--- src/rtl/fifo_flush_ctrl.sv ---
`default_nettype none
// ============================================================================
// Module      : fifo_flush_ctrl
// Description : Drain/flush sequencer for a nibble-in / 32-bit-out FIFO.
//               Pops full words in normal mode and runs the flush handshake
//               to extract the padded partial word onto a valid/ready stream.
//               Optional macro FLUSH_IDLE_TIMEOUT_EN adds an idle auto-flush.
// Revision    : 1.0 - initial release
// ============================================================================
module fifo_flush_ctrl #(
  parameter int DEPTH_NIB    = 32,
  parameter int IDLE_TIMEOUT = 16
) (
  input  logic        clk,
  input  logic        reset,
  input  logic        fifo_wr_valid_i,
  output logic        wr_stall_o,
  output logic        fifo_rd_valid_o,
  input  logic [31:0] fifo_rd_data_i,
  output logic        fifo_flush_o,
  input  logic        fifo_flush_done_i,
  input  logic        fifo_full_i,
  input  logic        flush_req_i,
  output logic        out_valid_o,
  input  logic        out_ready_i,
  output logic [31:0] out_data_o,
  output logic        out_last_o,
  output logic        flush_done_o,
  output logic        err_o
);

  localparam int                 c_cnt_w = $clog2(DEPTH_NIB + 1);
  localparam logic [c_cnt_w-1:0] c_depth = c_cnt_w'(DEPTH_NIB);
  localparam logic [c_cnt_w-1:0] c_word  = c_cnt_w'(8);
  localparam logic [c_cnt_w-1:0] c_one   = c_cnt_w'(1);
  localparam logic [c_cnt_w-1:0] c_zero  = '0;

  typedef enum logic [1:0] {
    S_IDLE  = 2'd0,
    S_ARM   = 2'd1,
    S_FLUSH = 2'd2,
    S_DONE  = 2'd3
  } state_t;

  state_t             r_state;
  logic [c_cnt_w-1:0] r_nib_cnt;
  logic [c_cnt_w-1:0] w_pop_nib;
  logic [c_cnt_w-1:0] w_cnt_nxt;
  logic               w_slot_free;
  logic               w_pop;
  logic               w_last;
  logic               w_full_cnt;
  logic               w_wr_inc;
  logic               w_timeout;

  assign w_slot_free = !out_valid_o || out_ready_i;
  assign w_full_cnt  = (r_nib_cnt == c_depth);

  always_comb begin
    w_pop = 1'b0;
    case (r_state)
      S_IDLE:  w_pop = (r_nib_cnt >= c_word) && w_slot_free;
      S_FLUSH: w_pop = (r_nib_cnt != c_zero) && w_slot_free;
      default: w_pop = 1'b0;
    endcase
  end

  assign fifo_rd_valid_o = w_pop;
  assign w_last          = (r_state == S_FLUSH) && (r_nib_cnt <= c_word);
  assign w_pop_nib       = (r_nib_cnt < c_word) ? r_nib_cnt : c_word;
  // A write at full is flagged as an error and never pushes the count past capacity.
  assign w_wr_inc        = fifo_wr_valid_i && !w_full_cnt;
  assign w_cnt_nxt       = r_nib_cnt - (w_pop ? w_pop_nib : c_zero) + (w_wr_inc ? c_one : c_zero);

`ifdef FLUSH_IDLE_TIMEOUT_EN
  localparam int c_idle_w = $clog2(IDLE_TIMEOUT + 1);

  logic [c_idle_w-1:0] r_idle_cnt;

  assign w_timeout = (r_state == S_IDLE) && (r_idle_cnt == c_idle_w'(IDLE_TIMEOUT));

  // Counts only while a partial word sits stranded with no traffic.
  always_ff @(posedge clk or posedge reset) begin
    if (reset) begin
      r_idle_cnt <= '0;
    end else if ((r_state != S_IDLE) || w_timeout || fifo_wr_valid_i || w_pop ||
                 (r_nib_cnt[2:0] == 3'd0)) begin
      r_idle_cnt <= '0;
    end else begin
      r_idle_cnt <= r_idle_cnt + c_idle_w'(1);
    end
  end
`else
  assign w_timeout = 1'b0;
`endif

  always_ff @(posedge clk or posedge reset) begin
    if (reset) begin
      r_state      <= S_IDLE;
      r_nib_cnt    <= '0;
      wr_stall_o   <= 1'b0;
      fifo_flush_o <= 1'b0;
      out_valid_o  <= 1'b0;
      out_data_o   <= '0;
      out_last_o   <= 1'b0;
      flush_done_o <= 1'b0;
      err_o        <= 1'b0;
    end else begin
      r_nib_cnt    <= w_cnt_nxt;
      flush_done_o <= 1'b0;

      if (w_pop) begin
        out_data_o  <= fifo_rd_data_i;
        out_valid_o <= 1'b1;
        out_last_o  <= w_last;
      end else if (out_ready_i) begin
        out_valid_o <= 1'b0;
      end

      if ((fifo_wr_valid_i && (w_full_cnt || wr_stall_o)) ||
          (w_pop && w_last && !fifo_flush_done_i) ||
          (fifo_full_i != w_full_cnt)) begin
        err_o <= 1'b1;
      end

      case (r_state)
        S_IDLE: begin
          if (flush_req_i || w_timeout) begin
            r_state      <= S_ARM;
            wr_stall_o   <= 1'b1;
            fifo_flush_o <= 1'b1;
          end
        end
        S_ARM: begin
          r_state <= S_FLUSH;
        end
        S_FLUSH: begin
          // DONE drops the flush request so every flush sees a fresh rising edge.
          if ((r_nib_cnt == c_zero) || (w_pop && w_last)) begin
            r_state      <= S_DONE;
            fifo_flush_o <= 1'b0;
          end
        end
        S_DONE: begin
          if (w_slot_free) begin
            r_state      <= S_IDLE;
            wr_stall_o   <= 1'b0;
            flush_done_o <= 1'b1;
          end
        end
        default: begin
          r_state <= S_IDLE;
        end
      endcase
    end
  end

endmodule
`default_nettype wire

--- config.mk ---
export PLATFORM = sky130hd
export DESIGN_NAME = fifo_flush_ctrl
export DESIGN_NICKNAME = d
export VERILOG_FILES = /design/src/rtl/fifo_flush_ctrl.sv
export SDC_FILE = /design/constraint.sdc
export NUM_CORES = 1
export LEC_CHECK = 0
export CORE_ASPECT_RATIO = 0.75
export CORE_MARGIN = 2
export CORE_UTILIZATION = 40
export DETAILED_ROUTE_END_ITERATION = 8
export GPL_TIMING_DRIVEN = 1
export HOLD_SLACK_MARGIN = 0.06
export PLACE_DENSITY = 0.71
export SLEW_MARGIN = 5
export SYNTH_ARGS = -nofsm -noshare
export SYNTH_HDL_FRONTEND = slang
export SYNTH_SLANG_ARGS = --single-unit
--- constraint.sdc ---
create_clock -name clk -period 4.35 [get_ports clk]
set_clock_uncertainty 0.05 [all_clocks]
set_input_delay 0.6525 -clock clk [delete_from_list [all_inputs] [get_ports clk]]
set_output_delay 0.6525 -clock clk [all_outputs]
set_load 0.01 [all_outputs]
Word-level counts from Yosys, hierarchy flattened:

Cells that the tools add are included.

* $add $sub $neg: 2
* order comparisons: 3
* eq/ne operators: 8
* multiplexer cells: 17
* reductions and logical operators: 24

Operators with widths (number)
* $mux 6: 2
* $reduce_and 3->1: 3
* $mux 1: 8
* $pmux 2 s4: 1
* $logic_and 1x1->1: 7
* $add 6x1->6: 1
* $eq 6x6->1 const B: 1
* $ge 6x4->1 const B: 1
* $le 6x4->1 const B: 1
* $logic_not 6->1: 1
* $lt 6x4->1 const B: 1
* $mux 2: 3
* $pmux 1 s2: 3
* $reduce_bool 2->1: 3
* $reduce_bool 6->1: 1
* $sub 6x6->6: 1
* $logic_or 1x1->1: 5
* $eq 2x2->1 const B: 2
* $ne 2x2->1 const B: 2
* $logic_not 1->1: 3
* $eq 2x1->1 const B: 1
* $logic_not 2->1: 1
* $ne 2x1->1 const B: 1
* $ne 1x1->1: 1

* bits in registers: 46
* bits of input ports: 39
* output and inout bits: 39
* word-level logic and storage cells: 63

Longest topological paths before layout:

* word-level depth: 8
* depth in mapped cells: 16
* mapped depth without buffers: 13

Worst setup path after synthesis:

No wires, ideal clock.

* path kind: register to register
* start: reg r_nib_cnt[4]
* end: reg r_nib_cnt[4]
* arrival time: 3214 ps
* path slack: 1006 ps
* cell stages (with the launch flop): 16
* period minus slack after synthesis: 3344 ps
* path through: dfrtp_1 -> inv_1 -> ha_1 -> or4b_4 -> o21ai_4 -> a21oi_2 -> buf_6 -> buf_6 -> and4_1 -> ha_1 -> inv_1 -> ha_1 -> fa_1 -> a21o_1 -> a21oi_1 -> xnor2_1

* cells in the longest elaborated chain, start to end: 6

RTL lines
* start: declaration: line 46 `logic [c_cnt_w-1:0] r_nib_cnt;`
* start signal: assignment: line 109 `r_nib_cnt <= w_cnt_nxt;`
* $ge 6x4->1 / $reduce_bool 6->1 (equally long branches): line 62, 63
* $logic_and 1x1->1 (on tied branches): line 62, 63
* $pmux 1 s2 *: line 61 `case (r_state)`
* net fifo_rd_valid_o: line 18 `output logic fifo_rd_valid_o,`
* $mux 6 *: line 73 `assign w_cnt_nxt = r_nib_cnt - (w_pop ? w_pop_nib : c_zero) + (w_wr_inc ? c_one : c_zero);`
* $sub 6x6->6 *: line 73
* $add 6x1->6 *: line 73
* net w_cnt_nxt[4]: line 48 `logic [c_cnt_w-1:0] w_cnt_nxt;`

Mark *: on every way through the listed nets, which the timed path passes. The rest lies on a longest branch.
A chain may end at the register's enable or synchronous reset.

Worst setup path after layout:

* start: reg r_nib_cnt[4]
* end: out fifo_rd_valid_o

* cells in the longest elaborated chain, start to end: 3

RTL lines (line)
* $ge 6x4->1 / $reduce_bool 6->1 (equally long branches): 62, 63
* $logic_and 1x1->1 (on tied branches): 62, 63
* $pmux 1 s2 *: 61
* end: declaration: 18

Mark *: on every way between the ends. The rest lies on a longest branch, timed or not.

==> impl_metrics.tcl <==
set metrics [dict create \
    grtUsageTotal_pct 15.7 \
    cts_tree "built" \
    hold_slack_ns 0.430 \
    cellPowerDensity_nw_per_um2 823 \
    clk_latency_ns 0.29 \
    met3WireLength_um 318 \
    initial_core_util_pct 41.3 \
    fin_crit_sh_pct 79.3 \
    fin_crit_ns 3.45 \
    met2_length_um 1890 \
    crit_path_start_kind "flop" \
    synthArstFlopShare_pct 100 \
    ys_types 38 \
    dieArea_um2 6080 \
    final_core_util_pct 59.2 \
    p_int_uw 1670 \
    hold_path_class "flop to flop" \
    holdBufCountCts 0 \
    max-vdd-ir-drop_mv 0.343 \
    relSlewSlack_pct 37.1 \
    ys_ff_latch 46 \
    grt_max_degree 47 \
    detail-route-antenna-nets 0 \
    power_switching_uw 909 \
    worst_path_max_delay_cell "clkdlybuf4s50_1" \
    ys_warn_count 0 \
    synth_seq_area_share_pct 52.7 \
    wl_per_cell_um 14.0 \
    globalplace.congestion 0.809 \
    multiInputGateArea_um2 957 \
    critPathKind "flop to output pin" \
    globalRouteOverflowTotal 0 \
    postSynthAreaPerCell_um2 13.1 \
    post_drt_via_cell_ratio 4.78 \
    placed_cells 315 \
    numCtsBuffers 5 \
    wl_um 4530 \
    hold_violations 0 \
    dpl.hpwl_um 3300 \
    ys_top_cells_by_area "dfrtp_1 (53%), mux2_2 (15%), ha_1 (8.6%)" \
    diodes 0 \
    synth_top_area_share_pct 52.7 \
    yosysTopAreaCell "dfrtp_1" \
    fin_tns_setup_ns 0 \
    max_freq_mhz 290 \
    comb_power_share_pct 57.2 \
    highest_layer "met4" \
    synth_nets 222 \
    cp.arrival_ns 2.75 \
    cp_data_required_time_ns 3.65 \
    leakagePower_uw 0.00131 \
    die_y_um 68.0 \
    boundaryPins 78 \
    syn2layout_area_growth_pct 43.4 \
    cts_resized 0 \
    first_pass_iters 4 \
    antenna_found_initial 0 \
    endpoint_kind "output pin" \
    met1_length_um 2270 \
    io_buffers 77 \
    path_cells "inv_1, ha_1, or4b_4, o21ai_4, a21oi_4, buf_4, clkdlybuf4s50_1" \
    core-area_um2 5300 \
    status "complete, no violations" \
    cts_sinks 46 \
    cts_max_level 2 \
    synthesis.area_um2 2190 \
    seqCellArea_um2 1150 \
    p_clk_share_pct 11.9 \
    nFillCells 470 \
    num_rows 23 \
    fp.dieW_um 89.4 \
    root_buffer "clkbuf_8" \
    switching_share_pct 35.2 \
    grt_setup_unrepaired "false" \
    drtIter0Drc 56 \
    drive_gt1_share_pct 18.1 \
    slew_viol_final 0 \
    setup_violations 0 \
    synth_cells 167 \
    cap_violations 0 \
    grt_pass1_vias 1478 \
    path_max_fanout 31 \
    seq_power_share_pct 30.9 \
    tightestPinTransition_ns 0.943 \
    num_vias 1545 \
    fin_nets 302 \
    synthFlopType "dfrtp_1" \
    postCtsSetupBuffers 0 \
    fin_cells 323 \
    synth-edff-count 0 \
    path_clk_slew_ns 0.08 \
    max_stage_delay_ns 0.53 \
    cts.path.max_buffers 2 \
    grt_pass1_wl_um 7120 \
    drc 0 \
]
-- synth_stat cells, types with 2 or more instances --
| cell type | number |
|---|---|
| xor2_1 | 2 |
| a21o_1 | 2 |
| mux2_2 | 30 |
| nor2b_1 | 2 |
| ha_1 | 15 |
| nand4_1 | 2 |
| buf_2 | 2 |
| nand2_1 | 8 |
| xnor2_1 | 2 |
| o211ai_1 | 2 |
| mux2_4 | 3 |
| buf_6 | 2 |
| nand3_1 | 3 |
| a211oi_1 | 2 |
| nor2_1 | 2 |
| o21ai_0 | 4 |
| a21oi_1 | 6 |
| dfrtp_1 | 46 |
| inv_1 | 13 |
-- layer usage --
layer,vias up,global-route usage [%]
met2,56,22.0
li1,759,-
met5,-,0
met1,728,23.3
met4,0,5.60
met3,2,4.34
-- per-stage QoR --
step,total power [uW],worst slack [ns],cell area [um^2]
after floorplan,1740,1.01,2190
after global placement,2260,0.939,3030
after detailed placement,2290,0.878,3030
after CTS,2620,0.870,3140
after global routing,2790,0.742,3140
final,2580,0.900,3140
-- power groups by stage --
stage / logic, uW / registers, uW / clock network (uW)
floorplan: 869 / 866 / 0
global placement: 1460 / 801 / 0
detailed placement: 1490 / 802 / 0
CTS: 1500 / 801 / 318
global route: 1620 / 830 / 335
finish: 1480 / 797 / 308
-- layout make-up --
type	instances	area share, %
flip-flops and latches	46	36.7
multi-input cells	103	30.5
repair buffers	78	24.8
well taps	75	2.99
clock buffers	7	2.43
inverters	13	1.56
clock inverters	1	0.958
-- final timing paths --
kind                                   start               to  slack (ns)  depth (start not counted)
worst max-delay path            r_nib_cnt[4]  fifo_rd_valid_o        0.90                          7
min in group asynchronous              reset   out_data_o[19]        0.84                          2
worst min register to register         err_o            err_o        0.43                          2
max in group asynchronous              reset   out_data_o[29]        2.83                          2
worst min-delay path                   err_o            err_o        0.43                          2
worst max register to register  r_nib_cnt[4]     r_nib_cnt[4]        0.93                         13
-- sequential cells by signal, indices dropped and copies added (netlist names) --
register      count
flush_done_o      1
err_o             1
out_last_o        1
r_nib_cnt         6
r_state           2
out_data_o       32
fifo_flush_o      1
wr_stall_o        1
out_valid_o       1
-- logic make-up after synthesis --
kind of cell             Yosys count  share of synthesized area (%)
AO/OA/AOI/OAI                     25                           8.24
XOR/XNOR                           4                           1.60
adder cells (fa/ha/maj)           16                           9.50
buffers and inverters             18                           3.89
flip-flops                        46                           52.7
multiplexers                      33                           17.5
AND/OR/NAND/NOR                   25                           6.58
-- critical path, delay by kind of cell (launching register included) --
kind / cells / cell delay, ns
AOI/OAI and AO/OA: 2 / 0.35
and+or+nand+nor: 1 / 0.51
DFF: 1 / 0.37
buffers and inverters: 3 / 0.93
adders and majority gates: 1 / 0.28
-- cell usage in the layout (no fill, tap or decap), types with 2 or more instances in the layout --
cell type	n
a21oi_1	6
nand4_1	2
clkbuf_8	5
ha_1	15
xor2_1	2
o21ai_0	4
mux2_2	30
nand2_1	8
dfrtp_1	46
inv_1	12
xnor2_1	2
nor2_1	2
mux2_4	3
o211ai_1	2
nand3_1	3
nor2b_1	2
clkbuf_1	2
clkdlybuf4s50_1	77
a21o_1	2
a211oi_1	2
No activity file was read; power rests on OpenSTA's default activity.
